`src/rtl/out_mem_drain.sv`:
```
`default_nettype none
// ============================================================================
//  Module      : out_mem_drain
//  Description : Read-side drain engine for the banked output memory. On a
//                start command it reads a contiguous range of rows (same
//                address in every bank) and streams them downstream over a
//                valid/ready link, one row per cycle, lossless under
//                backpressure through a 2-entry row buffer.
//  Revision    : 1.0 - initial release
// ============================================================================
module out_mem_drain #(
    parameter int NUM_BANK   = 16,
    parameter int DATA_WIDTH = 32,
    parameter int ADDR_WIDTH = 16,
    parameter int CNT_WIDTH  = 16
) (
    input  logic                           clk,
    input  logic                           rstn,
    input  logic                           start,
    input  logic [ADDR_WIDTH-1:0]          base_addr,
    input  logic [CNT_WIDTH-1:0]           num_rows,
    output logic                           busy,
    output logic                           done,
    output logic [NUM_BANK-1:0]            mem_rd_en,
    output logic [NUM_BANK*ADDR_WIDTH-1:0] mem_rd_addr,
    input  logic [NUM_BANK*DATA_WIDTH-1:0] mem_rd_data,
    output logic                           out_valid,
    input  logic                           out_ready,
    output logic [NUM_BANK*DATA_WIDTH-1:0] out_data,
    output logic                           out_last
);

    localparam int                   c_ROW_W   = NUM_BANK * DATA_WIDTH;
    localparam logic [CNT_WIDTH-1:0] c_CNT_ONE = {{(CNT_WIDTH-1){1'b0}}, 1'b1};

    typedef enum logic [1:0] {
        ST_IDLE  = 2'd0,
        ST_ISSUE = 2'd1,
        ST_DRAIN = 2'd2
    } state_t;

    state_t                 r_state;
    state_t                 w_next_state;

    // Command context
    logic [ADDR_WIDTH-1:0]  r_base;
    logic [CNT_WIDTH-1:0]   r_num;
    logic [CNT_WIDTH-1:0]   r_issued;
    logic [CNT_WIDTH-1:0]   r_popped;
    logic                   r_zero_done;

    // Read return tracking: one row may be in flight from the banks
    logic                   r_inflight;
    logic                   r_infl_last;

    // Two-entry row buffer
    logic [c_ROW_W-1:0]     r_buf_data [2];
    logic                   r_buf_last [2];
    logic                   r_wptr;
    logic                   r_rptr;
    logic [1:0]             r_count;

    logic                   w_pop;
    logic                   w_push;
    logic [2:0]             w_occ_after;
    logic                   w_room;
    logic                   w_issue;
    logic                   w_accept;
    logic                   w_drain_done;
    logic [ADDR_WIDTH-1:0]  w_rd_addr;

    assign w_pop    = out_valid & out_ready;
    assign w_push   = r_inflight;

    // Rows that will be buffered or in flight once this cycle's pop is
    // taken; a new read may only go out if that leaves a free slot.
    assign w_occ_after = {1'b0, r_count} + {2'b00, r_inflight} - {2'b00, w_pop};
    assign w_room      = (w_occ_after < 3'd2);

    assign w_issue  = (r_state == ST_ISSUE) && (r_issued != r_num) && w_room;
    assign w_accept = (r_state == ST_IDLE) && start && (num_rows != '0);

    assign w_rd_addr   = w_issue ? (r_base + ADDR_WIDTH'(r_issued)) : '0;
    assign mem_rd_en   = {NUM_BANK{w_issue}};
    assign mem_rd_addr = {NUM_BANK{w_rd_addr}};

    assign busy      = (r_state != ST_IDLE);
    assign done      = r_zero_done | w_drain_done;
    assign out_valid = (r_count != 2'd0);
    assign out_data  = r_buf_data[r_rptr];
    assign out_last  = out_valid & r_buf_last[r_rptr];

    // State register
    always_ff @(posedge clk or negedge rstn) begin
        if (!rstn) begin
            r_state <= ST_IDLE;
        end else begin
            r_state <= w_next_state;
        end
    end

    // Next-state logic and end-of-command detection
    always_comb begin
        w_next_state = r_state;
        w_drain_done = 1'b0;
        case (r_state)
            ST_IDLE: begin
                if (w_accept) begin
                    w_next_state = ST_ISSUE;
                end
            end
            ST_ISSUE: begin
                if (r_issued == r_num) begin
                    w_next_state = ST_DRAIN;
                end
            end
            ST_DRAIN: begin
                if (r_popped == r_num) begin
                    w_drain_done = 1'b1;
                    w_next_state = ST_IDLE;
                end
            end
            default: begin
                w_next_state = ST_IDLE;
            end
        endcase
    end

    // Command latch, issue/pop counters and the zero-length done pulse
    always_ff @(posedge clk or negedge rstn) begin
        if (!rstn) begin
            r_base      <= '0;
            r_num       <= '0;
            r_issued    <= '0;
            r_popped    <= '0;
            r_zero_done <= 1'b0;
        end else begin
            r_zero_done <= (r_state == ST_IDLE) && start && (num_rows == '0);
            if (w_accept) begin
                r_base   <= base_addr;
                r_num    <= num_rows;
                r_issued <= '0;
                r_popped <= '0;
            end else begin
                if (w_issue) begin
                    r_issued <= r_issued + c_CNT_ONE;
                end
                if (w_pop) begin
                    r_popped <= r_popped + c_CNT_ONE;
                end
            end
        end
    end

    // In-flight flag: bank data for an issued row appears one cycle later
    always_ff @(posedge clk or negedge rstn) begin
        if (!rstn) begin
            r_inflight  <= 1'b0;
            r_infl_last <= 1'b0;
        end else begin
            r_inflight  <= w_issue;
            r_infl_last <= w_issue && (r_issued == (r_num - c_CNT_ONE));
        end
    end

    // Row buffer: push returning bank data, pop on handshake
    always_ff @(posedge clk or negedge rstn) begin
        if (!rstn) begin
            r_buf_data[0] <= '0;
            r_buf_data[1] <= '0;
            r_buf_last[0] <= 1'b0;
            r_buf_last[1] <= 1'b0;
            r_wptr        <= 1'b0;
            r_rptr        <= 1'b0;
            r_count       <= 2'd0;
        end else begin
            if (w_push) begin
                r_buf_data[r_wptr] <= mem_rd_data;
                r_buf_last[r_wptr] <= r_infl_last;
                r_wptr             <= ~r_wptr;
            end
            if (w_pop) begin
                r_rptr <= ~r_rptr;
            end
            case ({w_push, w_pop})
                2'b10:   r_count <= r_count + 2'd1;
                2'b01:   r_count <= r_count - 2'd1;
                default: r_count <= r_count;
            endcase
        end
    end

endmodule
`default_nettype wire

```
`config.mk`:
```
export PLATFORM = sky130hd
export DESIGN_NAME = out_mem_drain
export DESIGN_NICKNAME = d
export VERILOG_FILES = /design/src/rtl/out_mem_drain.sv
export SDC_FILE = /design/constraint.sdc
export NUM_CORES = 2
export LEC_CHECK = 0
export BUFFER_PORTS_ARGS = -buffer_cell sky130_fd_sc_hd__buf_2
export CORE_AREA = 2 2 526 528
export DETAILED_ROUTE_END_ITERATION = 16
export DIE_AREA = 0 0 528 530
export GPL_ROUTABILITY_DRIVEN = 1
export PLACE_DENSITY_LB_ADDON = 0.15
export SYNTH_ARGS = -nofsm -noshare
export SYNTH_HDL_FRONTEND = slang
export SYNTH_SLANG_ARGS = --single-unit
```
`constraint.sdc`:
```
create_clock -name clk -period 3.9 [get_ports clk]
set_input_delay 0.39 -clock clk [delete_from_list [all_inputs] [get_ports clk]]
set_output_delay 0.39 -clock clk [all_outputs]
set_load 0.1 [all_outputs]
```
==> impl_metrics.xml <==
<?xml version="1.0" encoding="UTF-8"?>
<metrics>
  <group name="timing">
    <metric name="fin_crit_period" unit="ns">4.241</metric>
    <metric name="hold_violations" unit="">0</metric>
    <metric name="worst_clock_skew" unit="ns">0.03244</metric>
    <metric name="finalWorstSetupSlack" unit="ns">-0.3408</metric>
    <metric name="clock.fmax" unit="GHz">0.2358</metric>
    <metric name="min_period_over_period" unit="%">108.7</metric>
    <metric name="maxSlewHeadroom" unit="%">25.71</metric>
    <metric name="slew_viol_final" unit="">0</metric>
    <metric name="hold_ws" unit="ns">0.2069</metric>
    <metric name="tightest_slew" unit="ns">1.114</metric>
    <metric name="rsz0062_at_grt" unit="">true</metric>
    <metric name="setup_violations" unit="">272</metric>
  </group>
  <group name="route">
    <metric name="drt.antenna.violating_nets" unit="">0</metric>
    <metric name="drc_errors" unit="">0</metric>
    <metric name="drt_pass1_iterations" unit="">6</metric>
    <metric name="detailroute.via_count" unit="">35020</metric>
    <metric name="number_of_vias_per_cell" unit="">3.868</metric>
    <metric name="met2_length" unit="microns">94990</metric>
    <metric name="drt-initial-drc-count" unit="">936</metric>
    <metric name="detail_routed_net_length_per_standard_cell" unit="microns">20.89</metric>
    <metric name="route.top_layer_used" unit="">met5</metric>
    <metric name="met3_length" unit="microns">17430</metric>
    <metric name="route.layer.met1.wl" unit="microns">70090</metric>
    <metric name="postRouteWirelength" unit="microns">189200</metric>
  </group>
  <group name="worst_setup_path">
    <metric name="setup.worst_path.start_class" unit="">flop</metric>
    <metric name="path_class" unit="">reg -&gt; out</metric>
    <metric name="critPathRequiredTime" unit="ns">3.51</metric>
    <metric name="end_kind" unit="">output pin</metric>
    <metric name="path_common_cell" unit="">sky130_fd_sc_hd__buf_16</metric>
    <metric name="worstPathBufferInverterCount" unit="">3</metric>
    <metric name="worst_path_largest_cell_delay" unit="ns">0.44</metric>
    <metric name="critPathArrivalTime" unit="ns">3.85</metric>
    <metric name="cpLargestDelayFamily" unit="">simple AND/OR/NAND/NOR gates</metric>
    <metric name="timing.critical_path.cells" unit="">o21a_1 -&gt; ha_4 -&gt; nor2_4 -&gt; fa_2 -&gt; or3_4 -&gt; a21o_4 -&gt; buf_12 -&gt; or2_4 -&gt; mux2i_4 -&gt; buf_16 -&gt; buf_16</metric>
    <metric name="slowest_stage" unit="">sky130_fd_sc_hd__fa_2</metric>
    <metric name="crit_fanout" unit="">8</metric>
  </group>
  <group name="grt">
    <metric name="grt_max_degree" unit="">107</metric>
    <metric name="global_route.usage.total" unit="%">13.01</metric>
    <metric name="number_of_antenna_violations_at_the_first_check_in_global_routing" unit="">53</metric>
    <metric name="grt_pass1_vias" unit="">38660</metric>
    <metric name="global_route.overflow_total" unit="">0</metric>
    <metric name="grt_first_pass_wirelength" unit="microns">271500</metric>
  </group>
  <group name="outcome">
    <metric name="run_status" unit="">complete, but fails checks</metric>
    <metric name="violations" unit="">setup timing</metric>
  </group>
  <group name="placement">
    <metric name="finalWeightedCongestion" unit="">0.7751</metric>
    <metric name="placedInstanceArea" unit="sq um">64710</metric>
    <metric name="number_of_buffers_added_on_ports" unit="">1335</metric>
    <metric name="detailedPlacementHpwl" unit="microns">139500</metric>
  </group>
  <group name="logic_synthesis">
    <metric name="syn_area_per_cell" unit="sq um">14.13</metric>
    <metric name="synth_edf_count" unit="">0</metric>
    <metric name="syn-instance-count" unit="">3581</metric>
    <metric name="yosys.cell_types.count" unit="">64</metric>
    <metric name="syn-num-nets" unit="">4151</metric>
    <metric name="synth-async-reset-ratio" unit="%">100.0</metric>
    <metric name="synth_flop_cell" unit="">sky130_fd_sc_hd__dfrtp_1</metric>
    <metric name="yosysSeqAreaShare" unit="%">54.37</metric>
    <metric name="netlist_area" unit="sq um">50580</metric>
    <metric name="ys_seq_elements" unit="">1099</metric>
    <metric name="yosysWarnings" unit="">0</metric>
  </group>
  <group name="final_layout">
    <metric name="most_common_cell_after_layout_fill_and_taps_aside" unit="">sky130_fd_sc_hd__mux2_2</metric>
    <metric name="area_delta_synth_final" unit="%">50.49</metric>
    <metric name="finalInstanceArea" unit="sq um">76130</metric>
    <metric name="drive_gt1_share" unit="%">60.82</metric>
    <metric name="num-nets-final" unit="">5878</metric>
    <metric name="highest_count_cells_in_the_layout_ignoring_fill_and_taps" unit="">sky130_fd_sc_hd__mux2_2 (1538), sky130_fd_sc_hd__dfrtp_1 (1097), sky130_fd_sc_hd__buf_2 (1062)</metric>
  </group>
  <group name="floorplanning">
    <metric name="floorplan.rows" unit="">193</metric>
    <metric name="die_height" unit="microns">530</metric>
    <metric name="initial_core_util" unit="%">18.41</metric>
    <metric name="ioPinCount" unit="">1336</metric>
    <metric name="core_area" unit="sq um">274800</metric>
    <metric name="dieArea" unit="sq um">279800</metric>
    <metric name="fp.dieW" unit="microns">528</metric>
  </group>
  <group name="cts">
    <metric name="clkSlewWorstSetupHoldPaths" unit="ns">0.05</metric>
    <metric name="cts_made_buffers" unit="">146</metric>
    <metric name="clk_root_buffer_cell" unit="">sky130_fd_sc_hd__clkbuf_16</metric>
    <metric name="cts_buffer_depth" unit="">4</metric>
    <metric name="worst_skew_pair.late_latency" unit="ns">0.79</metric>
    <metric name="cts_tree" unit="">built</metric>
    <metric name="cts_sink_cnt" unit="">1099</metric>
    <metric name="cts_max_level" unit="">4</metric>
  </group>
  <group name="flow_run">
    <metric name="max_cap_violations" unit="">0</metric>
  </group>
  <group name="hold_path">
    <metric name="holdCritPathClass" unit="">in -&gt; reg</metric>
  </group>
</metrics>
## what timing repair did
item	4_1_cts	5_1_grt
hold buffers	547	0
pin swaps	12	14
setup buffers	9	12
endpoints found under the hold margin	1109	0
resized for setup	47	49
cloned	10	9
setup endpoints to repair	272	272
## layer usage
| metal | global-route usage [%] | up-vias |
|---|---|---|
| met3 | 5.470 | 304 |
| met4 | 4.457 | 36 |
| li1 | - | 15910 |
| met1 | 13.86 | 17690 |
| met2 | 22.95 | 1079 |
| met5 | 0 | - |
## synthesized netlist by cell type (19+ instances only)
| library cell | number | area, sq um |
|---|---|---|
| sky130_fd_sc_hd__a21oi_1 | 23 | 115.1 |
| sky130_fd_sc_hd__buf_4 | 256 | 1922 |
| sky130_fd_sc_hd__clkbuf_1 | 180 | 675.7 |
| sky130_fd_sc_hd__dfrtp_1 | 1099 | 27500 |
| sky130_fd_sc_hd__ha_1 | 20 | 250.2 |
| sky130_fd_sc_hd__inv_1 | 19 | 71.32 |
| sky130_fd_sc_hd__mux2_2 | 1538 | 17320 |
| sky130_fd_sc_hd__nand2_1 | 125 | 469.2 |
| sky130_fd_sc_hd__nand3_1 | 21 | 105.1 |
| sky130_fd_sc_hd__nor2_1 | 62 | 232.7 |
| sky130_fd_sc_hd__xnor2_1 | 54 | 473.0 |
| sky130_fd_sc_hd__xor2_1 | 24 | 210.2 |
## worst paths after layout
| path | from | end | slack [ns] | cells past startpoint |
|---|---|---|---|---|
| setup / recovery | r_count[1] | mem_rd_addr[95] | -0.34 | 11 |
| hold / removal | out_ready | r_popped[6] | 0.21 | 5 |
| setup reg to reg | r_count[1] | r_infl_last | 0.70 | 13 |
| hold reg to reg | r_base[2] | r_base[2] | 0.49 | 2 |
| max in group asynchronous | rstn | r_issued[0] | 2.30 | 3 |
| min in group asynchronous | rstn | r_buf_data[408] | 0.24 | 2 |
## logic make-up after synthesis
kind of cell,Yosys count,share of synthesized area (%)
buffers and inverters,474,5.592
AOI/OAI and AO/OA,83,1.125
DFF,1099,54.37
and+or+nand+nor,282,2.642
xor gates and xnor gates,79,1.383
muxes,1542,34.32
adders and majority gates,22,0.5738
## through the flow
stage                     instances  TNS [ns]  worst slack, ns  util, %
final                          9055    -57.95          -0.3408    27.70
after global routing           9044   -101.24          -0.5001    27.69
after floorplan                3581    -9.779          -0.3710        -
after detailed placement       8181         0           0.1326    23.55
after global placement         8181         0           0.1065    23.55
after CTS                      9002    -96.25          -0.4981    27.47
## worst min-delay path, delay by kind of cell
kind                   cells  cell delay, ns
XOR/XNOR                   1            0.15
buffers and inverters      1            0.11
AO/OA/AOI/OAI              1            0.16
AND/OR/NAND/NOR            2            0.13
## sequential cells by signal, indices dropped and copies added, names as in the netlist
register and flops:
r_infl_last 1, r_state 2, r_popped 16, r_rptr 1, r_base 16, r_inflight 1, r_buf_data 1024, r_num 16
r_zero_done 1, r_count 2, r_buf_last 2, r_wptr 1, r_issued 16
## final cells by class
cell class | count | area (sq um)
clock inverters | 27 | 355.3
flip-flops and latches | 1099 | 27510
fillers | 28450 | 198700
well taps | 3607 | 4513
inverters | 19 | 83.83
repair buffers | 2033 | 18690
diodes | 32 | 80.08
multi-input cells | 2008 | 20490
repair inverters | 1 | 16.27
clock buffers | 229 | 4399
Power is left out: the tool's default activity adds up to more than one toggle a clock period on the data nets, which glitch-free logic cannot reach.
